==> config.mk <==
export PLATFORM = sky130hd
export DESIGN_NAME = div_seq
export DESIGN_NICKNAME = d
export VERILOG_FILES = /design/src/rtl/div_seq.sv
export SDC_FILE = /design/constraint.sdc
export NUM_CORES = 1
export LEC_CHECK = 0
export BUFFER_PORTS_ARGS = -buffer_cell sky130_fd_sc_hd__buf_2
export CORE_MARGIN = 3
export CORE_UTILIZATION = 25
export CTS_CLUSTER_SIZE = 12
export DETAILED_ROUTE_END_ITERATION = 7
export MAX_ROUTING_LAYER = met4
export PLACE_DENSITY_LB_ADDON = 0.08
export SLEW_MARGIN = 20
export SYNTH_ARGS = -nofsm -noshare
export SYNTH_HDL_FRONTEND = slang
export SYNTH_SLANG_ARGS = --single-unit
export TNS_END_PERCENT = 100
==> constraint.sdc <==
create_clock -name clk -period 3.6 [get_ports clk]
set_input_delay 0.72 -clock clk [delete_from_list [all_inputs] [get_ports clk]]
set_output_delay 0.72 -clock clk [all_outputs]
set_load 0.02 [all_outputs]
==> src/rtl/div_seq.sv <==
// ---------------------------------------------------------------------------
// div_seq -- iterative 32-bit restoring divider with a four-state FSM.
//
// One quotient bit is resolved per clock in the ON state. A nonzero-divisor
// request accepted at rising edge k enters END at edge k+32, so ready_o is
// seen high from edge k+33. A zero divisor goes IDLE -> DIVZERO -> END and
// returns an all-zero result, with ready_o seen high from edge k+2.
//
// Ports:
//   clk        sole clock, rising edge
//   rst        synchronous, active-high reset
//   start_i    division request, held high until ready_o is seen
//   signed_i   1 = signed (DIV), 0 = unsigned (DIVU); sampled with start_i
//   opdata1_i  dividend, sampled with start_i
//   opdata2_i  divisor, sampled with start_i
//   annul_i    flush: any state returns to IDLE at the next edge
//   result_o   {remainder, quotient}; forced to zero while ready_o = 0
//   ready_o    result valid (state END)
//   stallreq   combinational request to hold the upstream pipeline
//
// Build option:
//   DIV_SIGNED_EN  when defined, signed_i is honoured (absolute-value
//                  operands plus quotient/remainder sign fix). When
//                  undefined, every division is unsigned and no sign
//                  logic is built.
// ---------------------------------------------------------------------------
module div_seq #(
  parameter int DATA_W = 32
) (
  input  logic                  clk,
  input  logic                  rst,
  input  logic                  start_i,
  input  logic                  signed_i,
  input  logic [DATA_W-1:0]     opdata1_i,
  input  logic [DATA_W-1:0]     opdata2_i,
  input  logic                  annul_i,
  output logic [2*DATA_W-1:0]   result_o,
  output logic                  ready_o,
  output logic                  stallreq
);

  localparam logic [1:0] S_IDLE    = 2'd0;
  localparam logic [1:0] S_DIVZERO = 2'd1;
  localparam logic [1:0] S_ON      = 2'd2;
  localparam logic [1:0] S_END     = 2'd3;

  // Step index of the final (32nd) restoring step.
  localparam logic [5:0] LAST_STEP = 6'(DATA_W - 1);

  logic [1:0]            state;
  logic [5:0]            cnt;
  logic [2*DATA_W:0]     work;
  logic [DATA_W-1:0]     divisor;
  logic [2*DATA_W-1:0]   result_r;

  logic                  accept;
  logic [DATA_W:0]       diff;
  logic [2*DATA_W:0]     work_step;
  logic [DATA_W-1:0]     dividend_mag;
  logic [DATA_W-1:0]     divisor_mag;
  logic [DATA_W-1:0]     quot_fix;
  logic [DATA_W-1:0]     rem_fix;

  assign accept = (state == S_IDLE) && start_i && !annul_i;

  // One restoring step: trial-subtract the divisor from the upper half of
  // the working register. A borrow (diff[DATA_W]) means the divisor did not
  // fit, so the partial remainder is kept and just shifted; otherwise the
  // difference replaces it and a 1 quotient bit is shifted in at the bottom.
  assign diff      = work[2*DATA_W:DATA_W] - {1'b0, divisor};
  assign work_step = diff[DATA_W] ? {work[2*DATA_W-1:0], 1'b0}
                                  : {diff[DATA_W-1:0], work[DATA_W-1:0], 1'b1};

`ifdef DIV_SIGNED_EN
  logic neg_quot;
  logic neg_rem;

  function automatic logic [DATA_W-1:0] negate(input logic [DATA_W-1:0] v);
    return (~v) + DATA_W'(1);
  endfunction

  // Two's-complement magnitude. For the most negative value the negation
  // wraps back to 0x80000000, which is exactly the correct magnitude when
  // read as unsigned, so no special case is needed.
  function automatic logic [DATA_W-1:0] magnitude(
    input logic signed [DATA_W-1:0] v,
    input logic                     is_signed
  );
    return (is_signed && (v < 0)) ? negate(v) : v;
  endfunction

  assign dividend_mag = magnitude(opdata1_i, signed_i);
  assign divisor_mag  = magnitude(opdata2_i, signed_i);

  // Sign fix is taken from the post-step working value so it lands in the
  // same edge that enters END.
  assign quot_fix = neg_quot ? negate(work_step[DATA_W-1:0])
                             : work_step[DATA_W-1:0];
  assign rem_fix  = neg_rem  ? negate(work_step[2*DATA_W:DATA_W+1])
                             : work_step[2*DATA_W:DATA_W+1];

  always_ff @(posedge clk) begin
    if (rst) begin
      neg_quot <= 1'b0;
      neg_rem  <= 1'b0;
    end else if (accept && (opdata2_i != '0)) begin
      neg_quot <= signed_i && (opdata1_i[DATA_W-1] ^ opdata2_i[DATA_W-1]);
      neg_rem  <= signed_i && opdata1_i[DATA_W-1];
    end
  end
`else
  logic unused_signed;

  assign unused_signed = signed_i;
  assign dividend_mag  = opdata1_i;
  assign divisor_mag   = opdata2_i;
  assign quot_fix      = work_step[DATA_W-1:0];
  assign rem_fix       = work_step[2*DATA_W:DATA_W+1];
`endif

  // Control FSM plus the working registers it owns.
  always_ff @(posedge clk) begin
    if (rst) begin
      state   <= S_IDLE;
      cnt     <= '0;
      work    <= '0;
      divisor <= '0;
    end else if (annul_i) begin
      state <= S_IDLE;
    end else begin
      case (state)
        S_IDLE: begin
          if (start_i) begin
            if (opdata2_i == '0) begin
              state <= S_DIVZERO;
            end else begin
              state   <= S_ON;
              work    <= {{DATA_W{1'b0}}, dividend_mag, 1'b0};
              divisor <= divisor_mag;
              cnt     <= '0;
            end
          end
        end
        S_DIVZERO: begin
          state <= S_END;
        end
        S_ON: begin
          work <= work_step;
          cnt  <= cnt + 6'd1;
          if (cnt == LAST_STEP) begin
            state <= S_END;
          end
        end
        S_END: begin
          // Holding start_i keeps the result on the bus; no restart here.
          if (!start_i) begin
            state <= S_IDLE;
          end
        end
        default: begin
          state <= S_IDLE;
        end
      endcase
    end
  end

  // Result capture. Only observed through the END gate below, so it needs
  // no reset of its own.
  always_ff @(posedge clk) begin
    if (state == S_DIVZERO) begin
      result_r <= '0;
    end else if ((state == S_ON) && (cnt == LAST_STEP)) begin
      result_r <= {rem_fix, quot_fix};
    end
  end

  assign ready_o  = (state == S_END);
  assign result_o = ready_o ? result_r : '0;
  assign stallreq = accept || (state == S_DIVZERO) || (state == S_ON);

endmodule

==> results_dict.tcl, run 1 <==
set metrics [dict create \
    ys.flop_type "dfxtp_1" \
    fin_nets 1336 \
    cts_tree "done" \
    min_path_type "reg2reg" \
    critPathCaptureType "register" \
    synth_seq_cells 169 \
    period_needed_ns 3.415 \
    dr.pass1.iters 6 \
    clock_latency_ns 0.44 \
    slew_headroom_pct 37.92 \
    die_x_microns 195.0 \
    grt_setup_unrepaired "false" \
    syn_area_sq_mm 0.008930 \
    yosys.area.top_type "dfxtp_1" \
    numCtsBuffers 17 \
    arrival_ns 3.74 \
    required_ns 3.93 \
    port_buffers 133 \
    synth_cell_types 58 \
    cts_buffer_depth 2 \
    max_cap_violations 0 \
    initial_core_util_pct 25.60 \
    final_layout_size_suffix_gt1_share_pct 19.00 \
    critPathLaunch "work[32]$_SDFFE_PP0P_" \
    power_density_mw_per_mm2 439.5 \
    cp_max_fo 6 \
    finish.instance_area_sq_mm 0.01099 \
    grt_overflow 0 \
    area_growth_pct 23.04 \
    path_clk_slew_ns 0.07 \
    slew_violations 0 \
    setup_tns_ns 0 \
    timing.final.crit_share_pct 94.87 \
    setup.worst_path.class "reg2reg" \
    worstMarginPinSlew_ns 0.9311 \
    synthesis.nets 1222 \
    synth-edff-count 0 \
    async_flop_share_pct 0 \
    die_area_sq_mm 0.03802 \
    r2r_start "work[32]$_SDFFE_PP0P_" \
    drt-initial-drc-count 333 \
    grt_start_max_net_pins 72 \
    min_path_cells 2 \
    total_power_w 0.004829 \
    io_pins 135 \
    hold_buffers 0 \
    irDropWorstVdd_v 0.0003437 \
    netlist_instances 1115 \
    rr_worst_depth 17 \
    gp_congestion 0.8431 \
    ant_nets 0 \
    seq_area_frac_synth_pct 37.89 \
    die_h_microns 195.0 \
    dp_slack_ns 0.06115 \
    max_freq_mhz 292.8 \
    status "finished, final reports clean" \
    hold_viol_final 0 \
    layout_setup_ws_ns 0.1848 \
    dpl_cell_area_sq_mm 0.01016 \
    avgSynthCellArea_sq_um 8.009 \
    setup_viol_count_final 0 \
    viasPerCell 4.740 \
    grt_pass1_vias 8129 \
    drt-total-wl_microns 28390 \
    utilization_pct 31.50 \
    hpwl_microns 19870 \
    worst_hold_startpoint "result_r[8]$_SDFFE_PP0P_" \
    cp-start-kind "register" \
    yosysMostFrequentCell "nand2_1" \
    track_usage_pct 15.24 \
    core_sq_mm 0.03488 \
    synth_top_area_share_pct 37.89 \
    p_leak_nw 4.393 \
    synth_area_leaders "dfxtp_1, nand2_1, ha_1, a21oi_1, mux2i_1" \
    rrSetupSlack_ns 0.18 \
    skew_ns 0.01023 \
    cts.sinks 169 \
    drc 0 \
    antenna_found_initial 2 \
    yosysWarnings 0 \
    core.rowCount 68 \
    r2r-end "result_r[34]$_SDFFE_PP0P_" \
    min_to "result_r[8]$_SDFFE_PP0P_" \
    synth_common_cells "nand2_1, dfxtp_1, a21oi_1" \
    cts-root-buf "clkbuf_16" \
    grt_pass1_wl_microns 45400 \
    post_drt_wl_per_cell_microns 16.71 \
    cts-htree-levels 4 \
    num_vias 8054 \
]
==> critical path, stage by stage (launching register included) <==
cell,delay [ns]
dfxtp_1,0.33
inv_2,0.07
ha_2,0.18
inv_1,0.05
fa_2,0.35
a21o_1,0.22
a221oi_2,0.24
buf_4,0.18
a211o_1,0.15
and3_4,0.21
o221ai_2,0.11
a21oi_2,0.25
xnor2_4,0.11
buf_12,0.15
clkbuf_16,0.15
buf_4,0.16
buf_4,0.14
a211o_1,0.24
==> metal layers <==
| metal | GRT usage (%) | share of wire [%] | vias up |
|---|---|---|---|
| met3 | 3.416 | 3.6 | 16 |
| met5 | - | 0 | - |
| met2 | 24.89 | 47 | 104 |
| met1 | 19.21 | 48 | 3798 |
| met4 | 3.855 | 1.2 | 0 |
| li1 | - | - | 4136 |
==> worst max-delay path by stage <==
stage	end	slack, ns
final	result_r[34]$_SDFFE_PP0P_	0.18
after global routing	result_r[35]$_SDFFE_PP0P_	0.01
after CTS	result_r[37]$_SDFFE_PP0P_	0.02
after detailed placement	result_r[37]$_SDFFE_PP0P_	0.06
after global placement	result_r[37]$_SDFFE_PP0P_	0.08
after floorplan	result_r[62]$_SDFFE_PP0P_	0.41
==> stage by stage <==
step                std cells  hold slack, ns
CTS                      1687          0.4525
finish                   1699          0.4517
detailed placement       1655          0.4420
global placement         1655          0.4377
floorplan                1115          0.4317
global route             1699          0.4685
==> flip-flops by register name (all words and copies together) (netlist names) <==
signal    count
cnt           6
work         65
state         2
result_r     64
divisor      32
==> report_power, final <==
part | leakage [nW] | switching (W) | total, W | internal (W)
logic | 2.75 | 0.000549 | 0.00101 | 0.000459
clock network | 0.278 | 0.000834 | 0.00187 | 0.00104
registers | 1.37 | 0.0000337 | 0.00195 | 0.00192
==> placed cells by master (no fill, tap or decap), drive strengths merged, types with 5 or more instances in the layout <==
cell / instances
dfxtp: 169
nor4: 12
o211ai: 5
nand2: 188
o21a: 7
a221oi: 21
nor3: 8
mux2i: 45
nand3: 11
a211oi: 47
nor2: 87
o21ai: 48
buf: 170
xnor2: 18
xor2: 10
a21oi: 93
and3: 27
a21o: 13
ha: 37
inv: 48
and2: 69
or3: 8
a2111oi: 5
clkbuf: 23
nand4: 9
nor3b: 6
==> layout make-up <==
| type | count | area [sq um] |
|---|---|---|
| flip-flops and latches | 169 | 3383 |
| well taps | 455 | 569.3 |
| fillers | 3835 | 23900 |
| repair buffers | 173 | 1106 |
| clock inverters | 12 | 140.1 |
| diodes | 2 | 5.005 |
| multi-input cells | 826 | 5189 |
| clock buffers | 20 | 436.7 |
| inverters | 42 | 157.7 |
==> kinds of logic after synthesis <==
group | share of synthesized area [%]
AND/OR/NAND/NOR | 23.37
XOR/XNOR | 2.956
buffers and inverters | 5.436
adder cells (fa/ha/maj) | 5.408
flip-flops | 37.89
multiplexers | 5.170
AO/OA/AOI/OAI | 19.77
==> timing repair <==
action | in CTS | in global routing
endpoints found under the hold margin | 0 | 0
buffers inserted | 0 | 7
endpoints found under the setup margin | 0 | 62
gates resized for setup | 0 | 22
Power figures use the tool's default switching activity.
==> run 2: changes to the inputs <==
CORE_UTILIZATION = 46   (was 25)
MAX_ROUTING_LAYER = not set   (was met4)
SLEW_MARGIN = 5   (was 20)
==> run 2 against run 1 <==
Net effect:
- clock power rose by 3%
- non-clock buffer count fell by 9
- maximum frequency rose by 0.99%
- global-route usage rose by 6.4 points
- core utilization rose by 24 points
- cell area fell by 3.8%
- routed wire length fell by 19%
- die area fell by 44%
- sequential power barely moved
- sequential share of layout area rose by 1.2 points
- total power fell by 2.1%
- first-iteration DRC count rose by 49%
==> results_dict.tcl, run 2 (synthesized netlist as in run 1, its figures left out) <==
set metrics [dict create \
    setup_tns_ns 0 \
    post_drt_wl_per_cell_microns 15.37 \
    cts.sinks 169 \
    skew_ns 0.01183 \
    period_needed_ns 3.382 \
    antenna_cells 0 \
    arrival_ns 3.67 \
    required_ns 3.89 \
    final_layout_size_suffix_gt1_share_pct 17.60 \
    grt_overflow 0 \
    ant_nets 0 \
    crit_path_top_delay_cell "fa_1" \
    min_path_type "reg2reg" \
    cts-root-buf "clkbuf_16" \
    cts_buffer_depth 2 \
    dp_slack_ns 0.2143 \
    hold_buffers 0 \
    utilization_pct 55.96 \
    critical-path-top-cell-by-count "inv_1" \
    largest_register_ffs 65 \
    grt_setup_unrepaired "false" \
    worst_hold_startpoint "result_r[10]$_SDFFE_PP0P_" \
    initial_core_util_pct 47.26 \
    dr.pass1.iters 4 \
    grt_pass1_vias 7532 \
    status "finished, final reports clean" \
    fin_nets 1327 \
    io_pins 135 \
    viasPerCell 5.386 \
    layout_setup_ws_ns 0.2182 \
    drt-initial-drc-count 496 \
    regMostFlops "work" \
    critical_path.max_stage_delay_ns 0.40 \
    total_power_w 0.004726 \
    hold_viol_final 0 \
    rrSetupSlack_ns 0.22 \
    cts-htree-levels 4 \
    die_h_microns 145.3 \
    layout_commonest_cell "nand2_1" \
    final_cell_mix "nand2_1, dfxtp_1, buf_2" \
    slew_violations 0 \
    core.rowCount 50 \
    track_usage_pct 21.61 \
    timing.final.crit_share_pct 93.94 \
    antenna_found_initial 0 \
    worstMarginPinSlew_ns 0.8798 \
    die_area_sq_mm 0.02112 \
    max_cap_violations 0 \
    power_density_mw_per_mm2 447.0 \
    max_freq_mhz 295.7 \
    path_clk_slew_ns 0.07 \
    core_sq_mm 0.01889 \
    top_regs "work x65, result_r x64, divisor x32" \
    cp_cell_sequence "inv_1 -> ha_1 -> inv_1 -> fa_1 -> a21o_1 -> a221oi_1 -> buf_4 -> a211o_1 -> and3_4 -> o221ai_2 -> a21oi_2 -> xnor2_4 -> buf_12 -> mux2i_2 -> a211oi_1" \
    port_buffers 133 \
    cp-start-kind "register" \
    p_leak_nw 4.344 \
    drc 0 \
    drt-total-wl_microns 22950 \
    critPathLaunch "work[32]$_SDFFE_PP0P_" \
    numCtsBuffers 17 \
    critPathCaptureType "register" \
    num_vias 8042 \
    setup.worst_path.class "reg2reg" \
    area_growth_pct 18.40 \
    crit_family "compound AO/OA/AOI/OAI gates" \
    setup_viol_count_final 0 \
    cp_max_fo 11 \
    slew_headroom_pct 41.35 \
    r2r_start "work[32]$_SDFFE_PP0P_" \
    hpwl_microns 16030 \
    fill_cells 1862 \
    die_x_microns 145.3 \
    worst-path-buf-inv 4 \
    cts_tree "done" \
    gp_congestion 0.8480 \
    grt_pass1_wl_microns 38130 \
    clock_latency_ns 0.43 \
    irDropWorstVdd_v 0.0003562 \
    grt_start_max_net_pins 56 \
]
## run 2: layer usage
metal	track usage, %	wire [microns]
met5	0	0
met4	5.033	264
met1	29.78	11200
met2	35.05	10580
met3	4.516	909
## run 2: final cells by class
cell class / count / area [sq um] / share of cell area (%)
inverter: 42 / 157.7 / 1.491
multi-input combinational: 826 / 5112 / 48.36
sequential: 169 / 3383 / 32.00
timing repair buffer: 164 / 973.4 / 9.207
tap: 260 / 325.3 / 3.077
clock buffer: 18 / 439.2 / 4.154
clock inverter: 14 / 181.4 / 1.716
## run 2: power by group
| group | switching [W] | internal, W | total [W] | leakage, nW |
|---|---|---|---|---|
| logic | 0.000481 | 0.000370 | 0.000851 | 2.68 |
| clock network | 0.000849 | 0.00108 | 0.00192 | 0.296 |
| registers | 0.0000331 | 0.00192 | 0.00195 | 1.37 |
| total | 0.00136 | 0.00336 | 0.00473 | 4.34 |
## run 2: worst reg2reg max path, stage by stage, from the launching register on
cell      delay, ns
dfxtp_1        0.31
inv_1          0.08
ha_1           0.18
inv_1          0.06
fa_1           0.40
a21o_1         0.22
a221oi_1       0.25
buf_4          0.20
a211o_1        0.15
and3_4         0.20
o221ai_2       0.10
a21oi_2        0.25
xnor2_4        0.22
buf_12         0.20
mux2i_2        0.31
a211oi_1       0.12
## run 2: final timing paths
path / to / cells after the start
min reg2reg: result_r[10]$_SDFFE_PP0P_ / 2
min: result_r[10]$_SDFFE_PP0P_ / 2
max reg2reg: result_r[38]$_SDFFE_PP0P_ / 15
max: result_r[38]$_SDFFE_PP0P_ / 15
## run 2: what timing repair did
| item | in CTS | in global routing |
|---|---|---|
| setup buffers | 0 | 1 |
| gates resized for setup | 0 | 5 |
| endpoints found under the hold margin | 0 | 0 |
| setup endpoints to repair | 0 | 16 |
## run 2: stage by stage
| step | instances | cell area [sq um] | hold slack, ns |
|---|---|---|---|
| global route | 1493 | 10570 | 0.4702 |
| finish | 1493 | 10570 | 0.4503 |
| floorplan | 1115 | 8930 | 0.4317 |
| global placement | 1460 | 9925 | 0.4370 |
| CTS | 1492 | 10550 | 0.4526 |
| detailed placement | 1460 | 9925 | 0.4425 |
==> run 3: changes to the inputs <==
ABC_AREA = 1   (was not set)
==> run 3 against run 2 <==
Net effect:
- maximum frequency increased by 17%
- clock-buffer cell count unchanged
- worst hold slack improved by 0.00072 ns
- total power decreased by 1.5%
- setup slack improved by 0.49 ns
- synthesized cell count increased by 58%
- cell count increased by 44%
- global-route usage increased by 1.5 points
- non-clock buffer count decreased by 18
- critical endpoint is now stallreq
- largest cell class unchanged
==> results_dict.tcl, run 3 <==
set metrics [dict create \
    combPwrFrac_pct 16.9 \
    yosysWarnings 0 \
    rr_worst_depth 18 \
    period_needed_ns 2.896 \
    finish.instance_area_sq_mm 0.01189 \
    dr.pass1.iters 5 \
    largest_register_ffs 65 \
    total_power_w 0.004653 \
    max_freq_mhz 345.3 \
    irDropWorstVdd_v 0.0003013 \
    async_flop_share_pct 0 \
    skew_ns 0.01524 \
    cts.repair.resized 0 \
    setup.worst_path.class "reg2out" \
    synth_common_cells "nand2_1, inv_1, a21oi_1" \
    gp_congestion 0.9196 \
    fin_nets 1966 \
    drt-total-wl_microns 28220 \
    r2r_start "work[32]$_SDFFE_PP0P_" \
    power_density_mw_per_mm2 391.4 \
    max_cap_violations 0 \
    slew_headroom_pct 48.75 \
    cts_setup_buffers 0 \
    crit_path_top_delay_cell "buf_4" \
    synth_top_area_share_pct 32.26 \
    clkPwrFrac_pct 39.7 \
    io_pins 135 \
    cts-htree-levels 4 \
    cts_tree "done" \
    dpl_cell_area_sq_mm 0.01130 \
    cts-root-buf "clkbuf_16" \
    setup_tns_ns 0 \
    yosysMostFrequentCell "nand2_1" \
    grt_start_max_net_pins 65 \
    required_ns 2.88 \
    drc 0 \
    setup_viol_count_final 0 \
    grt_setup_unrepaired "false" \
    hold_viol_final 0 \
    synth_cell_types 38 \
    yosys.area.top_type "dfxtp_1" \
    drt-initial-drc-count 606 \
    die_h_microns 157.0 \
    p_leak_nw 6.541 \
    antenna_cells 0 \
    top_regs "work x65, result_r x64, divisor x32" \
    p_seq_share_pct 43.3 \
    swShare_pct 31.68 \
    hpwl_microns 20170 \
    synth-edff-count 0 \
    rrSetupSlack_ns 0.83 \
    path_clk_slew_ns 0.08 \
    syn_area_sq_mm 0.01049 \
    avgSynthCellArea_sq_um 5.942 \
    ant_nets 0 \
    critPathCaptureType "output pin" \
    cts.sinks 169 \
    num_vias 10290 \
    cp_cell_sequence "inv_1 -> ha_1 -> buf_4 -> inv_1 -> buf_4 -> nand2_1 -> buf_2" \
    die_area_sq_mm 0.02465 \
    switchingPower_w 0.001474 \
    slew_violations 0 \
    area_growth_pct 13.35 \
    hold_buffers 0 \
    initial_core_util_pct 47.47 \
    min_path_type "reg2reg" \
    seq_area_frac_synth_pct 32.26 \
    antenna_found_initial 0 \
    p_int_w 0.003179 \
    synth_area_leaders "dfxtp_1, nand2_1, inv_1, a21oi_1, ha_1" \
    post_drt_wl_per_cell_microns 13.11 \
    utilization_pct 53.81 \
    status "finished, final reports clean" \
    die_x_microns 157.0 \
    clock_latency_ns 0.44 \
    cp-start-kind "register" \
    synthesis.nets 1872 \
    arrival_ns 2.18 \
    worstMarginPinSlew_ns 0.7679 \
    critical_path.max_stage_delay_ns 0.42 \
    grt_pass1_wl_microns 46330 \
    core_sq_mm 0.02209 \
    worst-path-buf-inv 5 \
    final_cell_mix "nand2_1, inv_1, a21oi_1" \
    final_layout_size_suffix_gt1_share_pct 11.97 \
    worst_hold_startpoint "work[31]$_SDFFE_PP0P_" \
    grt_pass1_vias 9519 \
    cp_max_fo 49 \
    netlist_instances 1765 \
    viasPerCell 4.781 \
    timing.final.crit_share_pct 80.44 \
    synth_seq_cells 169 \
    track_usage_pct 23.16 \
    core.rowCount 54 \
    min_path_cells 2 \
    grt_overflow 0 \
    numCtsBuffers 17 \
    ys.flop_type "dfxtp_1" \
    port_buffers 133 \
    cts_buffer_depth 2 \
    crit_family "buffers and inverters" \
    layout_commonest_cell "nand2_1" \
    min_to "work[31]$_SDFFE_PP0P_" \
    r2r-end "result_r[51]$_SDFFE_PP0P_" \
    regMostFlops "work" \
]
run 3: changes by cell type after synthesis, sizes merged, moves of 45 or more:
cell / change
a211oi: -47
a21oi: +93
inv: +310
mux2i: -45
nand3: +46
and2: -64
nand2: +522
run 3: worst max path at each step:
| stage | cells after the start | end | startpoint | slack (ns) |
|---|---|---|---|---|
| after floorplan | 6 | stallreq | state[0]$_SDFFE_PP0P_ | 1.37 |
| after global placement | 12 | cnt[3]$_SDFFE_PP0P_ | opdata2_i[15] | 0.80 |
| after detailed placement | 12 | cnt[3]$_SDFFE_PP0P_ | opdata2_i[15] | 0.76 |
| after CTS | 7 | stallreq | state[0]$_SDFFE_PP0P_ | 0.62 |
| after global routing | 7 | stallreq | state[0]$_SDFFE_PP0P_ | 0.53 |
| final | 7 | stallreq | state[0]$_SDFFE_PP0P_ | 0.70 |
run 3: cell type report:
cell class                      instances  area [sq um]
Inverter                              352          1321
Sequential cell                       169          3383
Timing Repair Buffer                  146         788.3
Multi-Input combinational cell       1173          5458
Clock buffer                           18         439.2
Fill cell                            2403         10210
Clock inverter                         14         147.6
Tap cell                              280         350.3
run 3: cell families (layout without fill, tap and decap cells):
logic type / count (synthesis) / after routing / synth area share (%)
buf+inv: 423 / 530 / 15.87
xor+xnor: 16 / 16 / 1.336
flops: 169 / 169 / 32.26
simple gates: 858 / 858 / 32.92
fa+ha+maj: 38 / 38 / 4.605
compound gates: 261 / 261 / 13.02
run 3: per-stage QoR:
| stage | setup slack, ns | hold WS, ns | cells |
|---|---|---|---|
| after global routing | 0.5274 | 0.4695 | 2152 |
| after CTS | 0.6246 | 0.4552 | 2152 |
| final | 0.7042 | 0.4510 | 2152 |
| after floorplan | 1.366 | 0.4245 | 1765 |
| after global placement | 0.7984 | 0.4368 | 2120 |
| after detailed placement | 0.7596 | 0.4459 | 2120 |
run 3: worst register-to-register path, delay by kind of cell (launching register included):
| family | cells | cell delay (ns) |
|---|---|---|
| simple gates | 13 | 1.58 |
| fa+ha+maj | 2 | 0.59 |
| flops | 1 | 0.30 |
| buf+inv | 3 | 0.22 |
run 3: per-layer routing:
layer | GRT usage, % | wire length (microns) | vias to the layer above
met2 | 38.94 | 12970 | 202
li1 | - | - | 5503
met3 | 3.134 | 1111 | 36
met5 | 0 | 0 | -
met1 | 30.89 | 13540 | 4547
met4 | 7.170 | 593 | 0
run 3: power groups by stage:
stage	Clock, W	Sequential (W)	Combinational (W)
6_report	0.00185	0.00202	0.000787
5_1_grt	0.00197	0.00203	0.000905
4_1_cts	0.00190	0.00202	0.000791
3_5_place_dp	0	0.00206	0.000784
3_3_place_gp	0	0.00206	0.000779
2_1_floorplan	0	0.00205	0.000582
